$ cat config.mk
export PLATFORM = sky130hd
export DESIGN_NAME = ps2_packet_assembler
export DESIGN_NICKNAME = d
export VERILOG_FILES = /design/src/rtl/ps2_mouse_pkg.sv /design/src/rtl/ps2_timeout_counter.sv /design/src/rtl/ps2_packet_assembler.sv
export SDC_FILE = /design/constraint.sdc
export NUM_CORES = 1
export LEC_CHECK = 0
export ABC_AREA = 1
export BUFFER_PORTS_ARGS = -buffer_cell sky130_fd_sc_hd__buf_2
export CAP_MARGIN = 10
export CORE_MARGIN = 2
export CORE_UTILIZATION = 45
export DETAILED_ROUTE_END_ITERATION = 8
export PLACE_DENSITY = 0.74
export SKIP_LAST_GASP = 1
export SYNTH_ARGS = -nofsm -noshare
export SYNTH_HDL_FRONTEND = slang
export SYNTH_SLANG_ARGS = --single-unit
$ cat constraint.sdc
create_clock -name clk -period 1.35 [get_ports clk]
set_clock_uncertainty 0.2 [all_clocks]
set_input_delay 0.2025 -clock clk [delete_from_list [all_inputs] [get_ports clk]]
set_output_delay 0.2025 -clock clk [all_outputs]
set_load 0.005 [all_outputs]
$ cat src/rtl/ps2_mouse_pkg.sv
// ps2_mouse_pkg: shared FSM states, status-byte bit positions and axis saturation helper
package ps2_mouse_pkg;
    typedef enum logic [1:0] {S_STATUS, S_XBYTE, S_YBYTE} state_t;
    localparam int SYNC = 3;
    localparam int XS = 4;
    localparam int YS = 5;
    localparam int XO = 6;
    localparam int YO = 7;
    localparam logic [8:0] SAT_POS = 9'h0FF;
    localparam logic [8:0] SAT_NEG = 9'h101;
    // -256 has no 8-bit magnitude, so it folds onto -255 like a negative overflow
    function automatic logic [8:0] sat_axis(input logic ovf, input logic sign, input logic [7:0] mag);
        return ovf ? (sign ? SAT_NEG : SAT_POS) : ({sign, mag} == 9'h100 ? SAT_NEG : {sign, mag});
    endfunction
endpackage

$ cat src/rtl/ps2_timeout_counter.sv
// ps2_timeout_counter: idle-cycle counter flagging when a partial packet has stalled too long
module ps2_timeout_counter #(
    parameter logic [15:0] TIMEOUT_CYCLES = 16'd50000
) (
    input  logic clk,
    input  logic rst,
    input  logic clear,
    input  logic enable,
    output logic expired
);
    logic [15:0] count;
    always_ff @(posedge clk) begin
        if (rst || clear) count <= '0;
        else if (enable) count <= count + 16'd1;
    end
    assign expired = enable && count == TIMEOUT_CYCLES - 16'd1;
endmodule

$ cat src/rtl/ps2_packet_assembler.sv
// ps2_packet_assembler: collects 3-byte PS/2 mouse packets into saturated 9-bit axis outputs
module ps2_packet_assembler
    import ps2_mouse_pkg::*;
#(
    parameter logic [15:0] TIMEOUT_CYCLES = 16'd50000
) (
    input  logic       clk,
    input  logic       rst,
    input  logic [7:0] rx_data,
    input  logic       rx_valid,
    input  logic       rx_error,
    output logic [8:0] x_axis,
    output logic [8:0] y_axis,
    output logic [2:0] buttons,
    output logic       x_ovf,
    output logic       y_ovf,
    output logic       pkt_valid,
    output logic       sync_err
);
    state_t     state;
    logic [7:4] flags_q;
    logic [2:0] btn_q;
    logic [7:0] xbyte_q;
    logic       expired;
    ps2_timeout_counter #(.TIMEOUT_CYCLES(TIMEOUT_CYCLES)) u_timeout (
        .clk    (clk),
        .rst    (rst),
        .clear  (state == S_STATUS || rx_valid || rx_error || expired),
        .enable (state != S_STATUS),
        .expired(expired)
    );
    always_ff @(posedge clk) begin
        if (rst) begin
            state     <= S_STATUS;
            flags_q   <= '0;
            btn_q     <= '0;
            xbyte_q   <= '0;
            x_axis    <= '0;
            y_axis    <= '0;
            buttons   <= '0;
            x_ovf     <= 1'b0;
            y_ovf     <= 1'b0;
            pkt_valid <= 1'b0;
            sync_err  <= 1'b0;
        end else begin
            pkt_valid <= 1'b0;
            sync_err  <= 1'b0;
            if (rx_error) begin
                state    <= S_STATUS;
                sync_err <= 1'b1;
            end else if (rx_valid) begin
                case (state)
                    S_STATUS: begin
                        if (rx_data[SYNC]) begin
                            flags_q <= rx_data[7:4];
                            btn_q   <= rx_data[2:0];
                            state   <= S_XBYTE;
                        end else begin
                            sync_err <= 1'b1;
                        end
                    end
                    S_XBYTE: begin
                        xbyte_q <= rx_data;
                        state   <= S_YBYTE;
                    end
                    default: begin
                        x_axis    <= sat_axis(flags_q[XO], flags_q[XS], xbyte_q);
                        y_axis    <= sat_axis(flags_q[YO], flags_q[YS], rx_data);
                        buttons   <= btn_q;
                        x_ovf     <= flags_q[XO];
                        y_ovf     <= flags_q[YO];
                        pkt_valid <= 1'b1;
                        state     <= S_STATUS;
                    end
                endcase
            end else if (expired) begin
                state    <= S_STATUS;
                sync_err <= 1'b1;
            end
        end
    end
endmodule

==> run metrics <==
Worst Tran Pin Value 0.502 ns; CP Data Arrival Time 1.57 ns; Crit-path slowest cell dfxtp_4; cell count after placement 440; Crit path depth 9; Slew headroom 66.4%; leading cell type in the layout, fill and taps excluded nor2_1; PwrDens 1040 nW/um^2; worst slack, placed -0.224 ns; H-tree depth 3; Antenna Cells 0; Root Buffer clkbuf_8; cell family with most CP delay simple AND/OR/NAND/NOR gates; All-Layer GR Usage 22.6%; CP Max Fanout 3; Fmax achieved 648 MHz; HP Class in -> reg; setup_tns -5.20 ns; initial drt markers 164; RSZ-0062 raised after global routing yes; # setup viols final 56; number of global-route vias before repair 2349; Top-Level Pins 37; DP Area 2950 sq um; slowest stage delay, CP 0.38 ns; FP Rows 26; Max Slew Vio Count 0; Worst-path clk slew 0.08 ns; Final Util 72.7%; Port Buffers 36; drt total wl 7.38 mm; hpwl dp 3.98 mm; layout cell share with drive strength beyond 1 45.4%; Vias 2519; failing checks setup timing; run status finished, violations left; number of library cell types mapped by synthesis 32; final instance area 3780 sq um; Yosys warning total 0; VDD IR max 0.000592 V; Final Hold Violating Endpoints 0; Fill cells 350; core area 5200 sq um; DR pass1 iterations 5; Net Count, Synth 327; Buf+Inv Stages, Crit Path 2; vias per inst 5.23; Max clock buf depth 2; Final Wtd Congestion 0.803; DRC viols 0; Synth top area share 47.0%; GRT overflow 0; WP data required 1.38 ns; sequential fraction of the synthesis area 47.0%; Seq cells post-synth 58; Worst R2R Path Depth 9; Mapped Area 2470 sq um; CTS tree done; CP Launch Type flop; Initial Util 47.5%; max cap viols 0; DRT antenna net count 0; latest clock arrival within the worst-skew pair 0.35 ns; Setup CP Type reg -> reg; fin crit share 114%; DIE AREA 6100 sq um; Mapped Avg Cell Area 7.87 sq um; final setup margin -0.193 ns; Die Span X 78.1 um; Die Height 78.1 um; commonest non-fill, non-tap cells in the layout nor2_1 (53), dfxtp_1 (50), buf_2 (36); drt wl/cell 15.3 um; initial antenna violation count 0; top cell type by total area after synthesis dfxtp_1; Syn-to-layout area delta 53.0%; worst-path cell chain buf_6 -> buf_6 -> nand3_4 -> nor2_4 -> nand3_2 -> nor2_4 -> nand2_1 -> nand2_1 -> a21oi_2; largest net degree at the start of global routing 35; min cycle time layout 1.54 ns; Post-Layout Cell Count 482; Mapped Cells 314; Nets 420; total CTS buffers 9; main area contributors after synthesis dfxtp_1 (47%), nor2_1 (9.6%), o21ai_0 (6.9%); clk sink count 58; CP Capture Type flop; first-pass GRT wire length 10.9 mm; leakage power 1.56 nW; hold depth 3
-- path summary, 6_finish.rpt --
kind,startpoint,to,slack (ns)
worst min-delay path,rx_data[3],xbyte_q[3]$_SDFFE_PP0P_,0.01
worst min register to register,u_timeout.count[0]$_SDFFE_PP0N_,u_timeout.count[0]$_SDFFE_PP0N_,0.26
worst max-delay path,u_timeout.count[0]$_SDFFE_PP0N_,u_timeout.count[15]$_SDFFE_PP0N_,-0.19
worst max register to register,u_timeout.count[0]$_SDFFE_PP0N_,u_timeout.count[15]$_SDFFE_PP0N_,-0.19
-- tightest hold or removal path, cell delays in order --
cell and delay (ns):
buf_2 0.11, inv_1 0.08, a21oi_1 0.13
-- sequential cells by signal (all words and copies together) (netlist names) --
name / flops
btn_q: 3
x_ovf: 1
y_ovf: 1
xbyte_q: 8
state: 2
buttons: 3
x_axis: 9
sync_err: 1
u_timeout.count: 16
pkt_valid: 1
y_axis: 9
flags_q: 4
-- cells in the mapped netlist (all sizes together) --
| library cell | n |
|---|---|
| nand3 | 13 |
| a211oi | 4 |
| or2 | 1 |
| ha | 1 |
| inv | 26 |
| a31oi | 1 |
| buf | 5 |
| xor2 | 6 |
| nor4 | 3 |
| dfxtp | 58 |
| o21a | 1 |
| nand2 | 44 |
| nor2 | 70 |
| clkbuf | 3 |
| xnor2 | 1 |
| nor3b | 1 |
| o21ai | 34 |
| a21oi | 26 |
| clkinv | 2 |
| nor3 | 10 |
| nand4 | 2 |
| nand3b | 2 |
-- logic make-up after synthesis --
kind of cell | Yosys count | share of synthesized area [%]
AND/OR/NAND/NOR | 146 | 27.5
AO/OA/AOI/OAI | 66 | 15.6
flip-flops | 58 | 47.0
buffers and inverters | 36 | 6.93
XOR/XNOR | 7 | 2.48
adder cells (fa/ha/maj) | 1 | 0.506
-- layout make-up --
type | instances | area (sq um) | area share [%]
flip-flops and latches | 58 | 1170 | 31.0
clock inverters | 7 | 101 | 2.68
multi-input cells | 222 | 1460 | 38.6
clock buffers | 9 | 124 | 3.27
inverters | 28 | 128 | 3.37
well taps | 70 | 87.6 | 2.31
repair buffers | 88 | 711 | 18.8
-- where the power goes --
part | internal [W] | leakage, nW | total [W] | switching (W)
registers | 0.00174 | 0.473 | 0.00176 | 0.0000223
clock network | 0.00105 | 0.106 | 0.00185 | 0.000796
logic | 0.000132 | 0.978 | 0.000316 | 0.000184
-- routing by layer --
metal	up-vias	track usage, %	share of wire (%)
met5	-	0	0
met1	1188	28.4	40
met3	14	4.14	6.1
li1	1224	-	-
met2	93	36.9	52
met4	0	12.3	2.1
-- timing repair --
action / in CTS / in global routing
hold endpoints to repair: 14 / 0
gates cloned: 3 / 0
setup buffers: 7 / 11
setup endpoints to repair: 46 / 57
gates resized for setup: 30 / 69
pin swaps: 14 / 22
hold buffers: 6 / 0
-- metrics by stage --
stage	hold slack, ns	power [W]
final	0.0148	0.00392
after global routing	0.0201	0.00404
after CTS	0.00725	0.00385
after detailed placement	0.245	0.00202
after global placement	0.228	0.00202
after floorplan	0.137	0.00192
Power figures use the tool's default switching activity.
